### src/rtl/rr_merge_21.sv
// rr_merge_21: two-input round-robin merger into a one-entry registered output stage.
// Define RR_MERGE_21_GNTCNT_EN to add saturating per-source grant counters gnt_cnt0/gnt_cnt1.
module rr_merge_21 #(
  parameter int WIDTH = 8
) (
  input  logic             clk,
  input  logic             rst,
  input  logic             in0_valid,
  input  logic [WIDTH-1:0] in0_data,
  output logic             in0_ready,
  input  logic             in1_valid,
  input  logic [WIDTH-1:0] in1_data,
  output logic             in1_ready,
  output logic             out_valid,
  output logic [WIDTH-1:0] out_data,
  input  logic             out_ready,
  output logic             out_sel
`ifdef RR_MERGE_21_GNTCNT_EN
  ,
  output logic [15:0]      gnt_cnt0,
  output logic [15:0]      gnt_cnt1
`endif
);
  typedef enum logic {EMPTY, FULL} state_t;
  state_t           state_q, state_d;
  logic [WIDTH-1:0] data_q, data_d;
  logic             sel_q, sel_d, prio_q, prio_d;
  logic             load_en, any_v, grant, fire;
  always_comb begin
    load_en   = (state_q == EMPTY) || out_ready;
    any_v     = in0_valid || in1_valid;
    grant     = (in0_valid && in1_valid) ? prio_q : in1_valid;
    fire      = !rst && load_en && any_v;
    in0_ready = fire && !grant;
    in1_ready = fire && grant;
    state_d   = load_en ? (any_v ? FULL : EMPTY) : state_q;
    data_d    = fire ? (grant ? in1_data : in0_data) : data_q;
    sel_d     = fire ? grant : sel_q;
    prio_d    = fire ? !grant : prio_q;
  end
  always_ff @(posedge clk) begin
    if (rst) begin
      state_q <= EMPTY;
      data_q  <= '0;
      sel_q   <= 1'b0;
      prio_q  <= 1'b0;
    end else begin
      state_q <= state_d;
      data_q  <= data_d;
      sel_q   <= sel_d;
      prio_q  <= prio_d;
    end
  end
  assign out_valid = (state_q == FULL);
  assign out_data  = data_q;
  assign out_sel   = sel_q;
`ifdef RR_MERGE_21_GNTCNT_EN
  logic [15:0] cnt0_q, cnt0_d, cnt1_q, cnt1_d;
  always_comb begin
    cnt0_d = (in0_ready && cnt0_q != 16'hFFFF) ? cnt0_q + 16'd1 : cnt0_q;
    cnt1_d = (in1_ready && cnt1_q != 16'hFFFF) ? cnt1_q + 16'd1 : cnt1_q;
  end
  always_ff @(posedge clk) begin
    if (rst) begin
      cnt0_q <= '0;
      cnt1_q <= '0;
    end else begin
      cnt0_q <= cnt0_d;
      cnt1_q <= cnt1_d;
    end
  end
  assign gnt_cnt0 = cnt0_q;
  assign gnt_cnt1 = cnt1_q;
`endif
endmodule

### config.mk
export PLATFORM = sky130hd
export DESIGN_NAME = rr_merge_21
export DESIGN_NICKNAME = d
export VERILOG_FILES = /design/src/rtl/rr_merge_21.sv
export SDC_FILE = /design/constraint.sdc
export NUM_CORES = 1
export LEC_CHECK = 0
export ABC_AREA = 1
export CAP_MARGIN = 15
export CELL_PAD_IN_SITES_DETAIL_PLACEMENT = 1
export CELL_PAD_IN_SITES_GLOBAL_PLACEMENT = 2
export CORE_UTILIZATION = 21
export DETAILED_ROUTE_END_ITERATION = 10
export GPL_ROUTABILITY_DRIVEN = 0
export GPL_TIMING_DRIVEN = 0
export PLACE_DENSITY_LB_ADDON = 0.1
export SYNTH_ARGS = -nofsm -noshare
export SYNTH_HDL_FRONTEND = slang
export SYNTH_SLANG_ARGS = --single-unit
### constraint.sdc
create_clock -name clk -period 1.3 [get_ports clk]
set_clock_uncertainty 0.05 [all_clocks]
set_input_delay 0.13 -clock clk [delete_from_list [all_inputs] [get_ports clk]]
set_output_delay 0.13 -clock clk [all_outputs]
set_load 0.005 [all_outputs]
==> key figures, run 1 <==
Critical path
  – Worst path arrival time: roughly 1.1 ns
  – Crit path buf inv count: 1
  – Startpoint types: flop
  – Crit path largest cell delay: between 0.4 and 0.5 ns
  – CP Launch Point: out_valid
  – Crit-path cells: clkdlybuf4s50_1
  – Worst r2r src: out_valid
  – Slowest cell on crit path: clkdlybuf4s50_1
  – Critical path's top delay family: buffers and inverters
  – Worst Path Required: approximately 1.1 ns
  – CP Capture Type: primary output
  – Critical path type: flop to primary output
  – Critical-path maximum fanout: 2

Routing
  – Via count: between 600 and 700
  – Drt total wl: 1931 um
  – DRC Markers: 0
  – Via density: just under 4
  – Remaining antenna violation count: 0
  – DR iter-0 viols: 30
  – Pre-antenna DRT Iters: 4
  – Avg WL per Cell: between 10 and 15 um

Hold path
  – Worst min path class: input port to flop
  – HP Start: in1_valid

Yosys
  – Syn nets: 102
  – Yosys cell types: 18
  – YS warnings: 0
  – Mapped Cells: a little over 80
  – Register area share after synthesis: 31.77%
  – Mapped Area: between 600 and 700 um^2
  – Yosys reg bits: 11
  – Syn avg cell area: ~8.6 um^2

Place
  – Placed Area: around 1100 um^2
  – # placed instances: between 150 and 200
  – # port buffers: 31
  – Post-Place Setup Slack: -0.7456 ns
  – HPWL Detailed: roughly 1300 um

Timing
  – Final hold viol count: 0
  – Final Worst Setup Slack: between 0.03 and 0.04 ns
  – Max Slew Vio Count: 0
  – # setup viols final: 0
  – Worst-Margin Slew: slightly above 0.3 ns
  – Tmin final: about 1.3 ns
  – Fmax: roughly 0.79 GHz
  – Final period util: 97.12%
  – Unrepaired setup endpoints after global routing: true
  – Worst slew margin: 79.70%
  – Hold_ws: 0.1841 ns

Final layout
  – Filler instances: approximately 400
  – P&R area growth vs syn: 76.71%
  – # diodes: 0
  – Design area: about 1200 um^2
  – FF/Latch Area: 232.7 um^2
  – Share of cells above drive strength 1: between 50% and 60%
  – Cell Count, Final, Fillers Out: 176
  – Nets: between 150 and 200
  – Multi-input gate area: about 420 um^2

Clocking
  – Clock Latency Late Sink: ~0.26 ns
  – Clock sinks: 11
  – Root Driver: clkbuf_4
  – H-tree depth: 1
  – Clk pin slew, worst setup/hold paths: roughly 0.070 ns
  – TritonCTS Buffers: 3
  – CTS tree: built
  – Clock Tree Buf Depth: 2

Floorplanning
  – Placement Rows: 20
  – IO Pins: 33
  – Die span in y: between 50 and 60 um
  – Die Wd: 59.45 um
  – Core Area: ~3100 um^2
  – Die Area: between 3000 and 4000 um^2
  – Initial Util: between 20 and 25%

Power
  – Total Power: 0.9332 mW
  – Lkg Pwr: a little over 0.6 nW
  – Pwr dens: 761.9 nW/um^2
  – Peak supply drop: between 0.15 and 0.2 mV

Global route
  – Total gr overflow: 0
  – GRT Util Overall: between 10% and 20%
  – First-pass GRT wire length: around 3200 um
  – Initial antenna violation count: 0
  – Vias in the first global route: 721
  – Largest net degree at the start of global routing: 11

Run
  – Maximum Capacitance Violations: 0

Status
  – Outcome: complete, no violations
## final timing paths
| check | to | slack [ns] | depth (start not counted) |
|---|---|---|---|
| min | out_valid | 0.18 | 3 |
| min reg2reg | out_data[7] | 0.41 | 2 |
| max | out_valid | 0.04 | 1 |
| max reg2reg | out_data[6] | 0.10 | 7 |
## Yosys cell counts (all sizes together)
cell / number / area share [%]
buf: 4 / 7.4
a21oi: 10 / 12
dfxtp: 11 / 32
o21ai: 1 / 0.72
nor2: 3 / 3.1
nand3b: 1 / 2.9
nand2: 38 / 34
nand3: 9 / 6.5
inv: 4 / 2.2
## timing repair
item,4_1_cts,5_1_grt
setup endpoints to repair,10,7
setup buffers,15,2
hold buffers,0,0
pin swaps,3,4
resized for setup,23,8
## logic make-up after synthesis
group | share of synthesized area (%)
compound gates | 12.27
simple gates | 46.39
flops | 31.77
buf+inv | 9.565
## where the power goes
| group | total [mW] | leakage, nW | switching, mW | internal, mW |
|---|---|---|---|---|
| Combinational | 0.328 | 0.494 | 0.142 | 0.186 |
| Clock | 0.232 | 0.0150 | 0.114 | 0.118 |
| Sequential | 0.374 | 0.0942 | 0.0115 | 0.362 |
| Total | 0.933 | 0.603 | 0.267 | 0.666 |
## worst min-delay path, stage by stage
cell     delay (ns)
buf_6          0.13
nor2_4         0.06
a21oi_1        0.12
## stage by stage
step                utilization, %   TNS (ns)
floorplan                        -          0
global placement             34.11     -3.487
detailed placement           34.11     -3.633
CTS                          38.95          0
global route                 39.48  -0.003263
finish                       39.48          0
## area by class of cell
class                           count  share of cell area (%)
Buffer                              3                   2.962
Clock buffer                        4                   2.145
Inverter                            4                   1.226
Multi-Input combinational cell     62                   34.63
Sequential cell                    11                   19.00
Tap cell                           44                   4.494
Timing Repair Buffer               48                   35.55
## flip-flops by register name, indices dropped and copies added (netlist names)
| register | flops |
|---|---|
| out_valid | 1 |
| out_data | 8 |
| out_sel | 1 |
| prio_q | 1 |
## metal layers
| layer | wire [um] | share of wire [%] | track usage (%) |
|---|---|---|---|
| met5 | 0 | 0 | 0 |
| met1 | 862 | 45 | 15.45 |
| met4 | 21 | 1.1 | 4.082 |
| met2 | 936 | 48 | 22.15 |
| met3 | 111 | 5.7 | 2.402 |
## cells in the final DEF (no fill, tap or decap), drive strengths merged
cell type and instances:
nand2 38, clkdlybuf4s50 23, buf 22, dfxtp 11, a21oi 10, nand3 9
dlymetal6s2s 4, inv 4, clkbuf 4, nor2 3, dlygate4sd2 2, nand3b 1
o21ai 1
(Power assumes the default switching activity.)
==> run 2, diff against run 1 <==
--- a/config.mk
+++ b/config.mk
@@ -9,11 +9,13 @@
 export CAP_MARGIN = 15
 export CELL_PAD_IN_SITES_DETAIL_PLACEMENT = 1
 export CELL_PAD_IN_SITES_GLOBAL_PLACEMENT = 2
+export CORE_MARGIN = 2
 export CORE_UTILIZATION = 21
 export DETAILED_ROUTE_END_ITERATION = 10
 export GPL_ROUTABILITY_DRIVEN = 0
 export GPL_TIMING_DRIVEN = 0
 export PLACE_DENSITY_LB_ADDON = 0.1
+export SLEW_MARGIN = 20
 export SYNTH_ARGS = -nofsm -noshare
 export SYNTH_HDL_FRONTEND = slang
 export SYNTH_SLANG_ARGS = --single-unit
==> run 2 against run 1 <==
Compared with the run above: routed wire length increased by 4.5%; via count increased by 0.14%; sequential cell count unchanged; register-to-register slack about the same; final area down 1.0%; total power up 0.49%; first-iteration DRC count down 47%; sequential power hardly changed; final cell count shrank 1.7%; count of clock-buffer cells in the layout did not move; non-clock buffer count decreased by 3; sequential share of layout area increased by 0.20 points; critical path type is now input port to primary output; highest routed layer unchanged.
==> key figures, run 2 (same netlist as run 1, synthesis figures left out) <==
Status
  – Outcome: complete, no violations

Place
  – # placed instances: between 150 and 200
  – HPWL Detailed: ~1300 um
  – Post-Place Setup Slack: -0.7351 ns
  – # port buffers: 31

Power
  – Lkg Pwr: between 0.6 and 0.7 nW
  – Pwr dens: a little under 800 nW/um^2
  – Peak supply drop: approximately 0.18 mV

Floorplanning
  – Die Wd: approximately 61 um
  – Core Area: around 3100 um^2
  – Die span in y: 61.45 um
  – Placement Rows: 20
  – Initial Util: between 20% and 30%
  – IO Pins: 33
  – Die Area: ~3800 um^2

Clocking
  – Clock sinks: 11
  – Clock Tree Buf Depth: 2
  – H-tree depth: 1
  – TritonCTS Buffers: 3
  – Clk pin slew, worst setup/hold paths: about 0.08 ns
  – Post-CTS Hold Buffers: 0
  – Clock Latency Late Sink: 0.27 ns
  – Root Driver: clkbuf_4
  – CTS tree: built

Final layout
  – Share of cells above drive strength 1: approximately half
  – Max FFs per register: 8
  – Multi-input gate area: ~430 um^2
  – Commonest non-fill, non-tap cell in the layout: nand2_1
  – Most frequent cells in the layout: nand2_1 (18), clkdlybuf4s50_1 (17), buf_4 (14), nand2_4 (11), dfxtp_2 (10)
  – Nets: around 150
  – Cell Count, Final, Fillers Out: roughly 170
  – # diodes: 0
  – Filler instances: between 300 and 400
  – FF/Latch Area: around 230 um^2
  – P&R area growth vs syn: 74.91%

Global route
  – Initial antenna violation count: 0
  – GRT Util Overall: ~12%
  – Total gr overflow: 0
  – First-pass GRT wire length: approximately 3200 um
  – Vias in the first global route: approximately 720
  – Largest net degree at the start of global routing: 11

Routing
  – Avg WL per Cell: ~12 um
  – Remaining antenna violation count: 0
  – Pre-antenna DRT Iters: 2
  – Via count: 692
  – Drt total wl: 2017 um
  – Via density: about 4
  – DRC Markers: 0
  – DR iter-0 viols: 16

Run
  – Maximum Capacitance Violations: 0

Critical path
  – Worst Path Required: roughly 1.1 ns
  – CP Capture Type: primary output
  – Crit path largest cell delay: ~0.45 ns
  – Worst path arrival time: approximately 1.1 ns
  – Crit path top cell by count: nand2_4
  – Critical path type: input port to primary output
  – Flop-to-flop setup slack: roughly 0.09 ns
  – Crit-path cells: clkdlybuf4s50_1 > inv_1 > nand2_2 > nand2_4 > nor2_4 > nand2_4 > inv_2 > buf_2
  – Startpoint types: input port
  – R2r endpoint: out_data[3]
  – Worst reg2reg path depth: 7
  – Critical-path maximum fanout: 2
  – Worst r2r src: out_valid
  – Slowest cell on crit path: clkdlybuf4s50_1

Timing
  – Tmin final: ~1.3 ns
  – # setup viols final: 0
  – Worst slew margin: around four fifths
  – Worst-Margin Slew: around 0.30 ns
  – Final hold viol count: 0
  – Final Worst Setup Slack: between 0.04 and 0.05 ns
  – Max Slew Vio Count: 0
  – Fmax: 0.7965 GHz
  – Final period util: a little over nine tenths
  – Unrepaired setup endpoints after global routing: true

Hold path
  – Worst min path class: input port to flop
  – HP Start: in1_valid
  – Hold Path Stages: 3
  – WHS Endpoint: out_valid
==> run 2: critical path: cells and delay by family <==
family | cells | cell delay (ns)
buf+inv | 4 | 0.63
simple gates | 4 | 0.30
==> run 2: worst max path at each step <==
stage	from	endpoint	slack [ns]
floorplan	out_valid	in0_ready	0.24
global placement	out_ready	in0_ready	-0.74
detailed placement	out_ready	in0_ready	-0.74
CTS	out_ready	in0_ready	-0.01
global route	out_valid	in0_ready	-0.02
finish	out_ready	in0_ready	0.04
==> run 2: layer usage <==
metal	global-route usage (%)	wire (um)
met2	20.36	962
met4	7.295	27
met5	0	0
met3	2.941	127
met1	14.34	899
==> run 2: timing repair <==
item,in CTS,in global routing
pin swaps,2,3
resized for setup,28,10
endpoints found under the hold margin,0,0
buffers inserted,11,3
endpoints found under the setup margin,11,9
==> run 2: per-stage QoR <==
| step | TNS (ns) | area [um^2] | hold WS, ns | power [mW] | util, % |
|---|---|---|---|---|---|
| finish | 0 | 1212 | 0.1625 | 0.9378 | 39.07 |
| global route | -0.02289 | 1212 | 0.1617 | 1.008 | 39.07 |
| CTS | -0.01214 | 1185 | 0.1618 | 0.9608 | 38.19 |
| detailed placement | -3.530 | 1059 | 0.4103 | 0.6666 | 34.11 |
| global placement | -3.469 | 1059 | 0.4041 | 0.6649 | 34.11 |
| floorplan | 0 | 693.2 | 0.2469 | 0.5324 | - |
==> run 2: layout make-up <==
cell class                 count  share of cell area (%)
buffer                         3                   2.993
multi-input combinational     62                   35.19
clock buffer                   4                   2.167
timing repair buffer          45                   34.67
tap                           44                   4.541
sequential                    11                   19.20
inverter                       4                   1.238
==> run 2: power by group <==
group	internal (mW)	switching (mW)
clock	0.119	0.129
sequential	0.362	0.0126
combinational	0.174	0.141
total	0.655	0.283
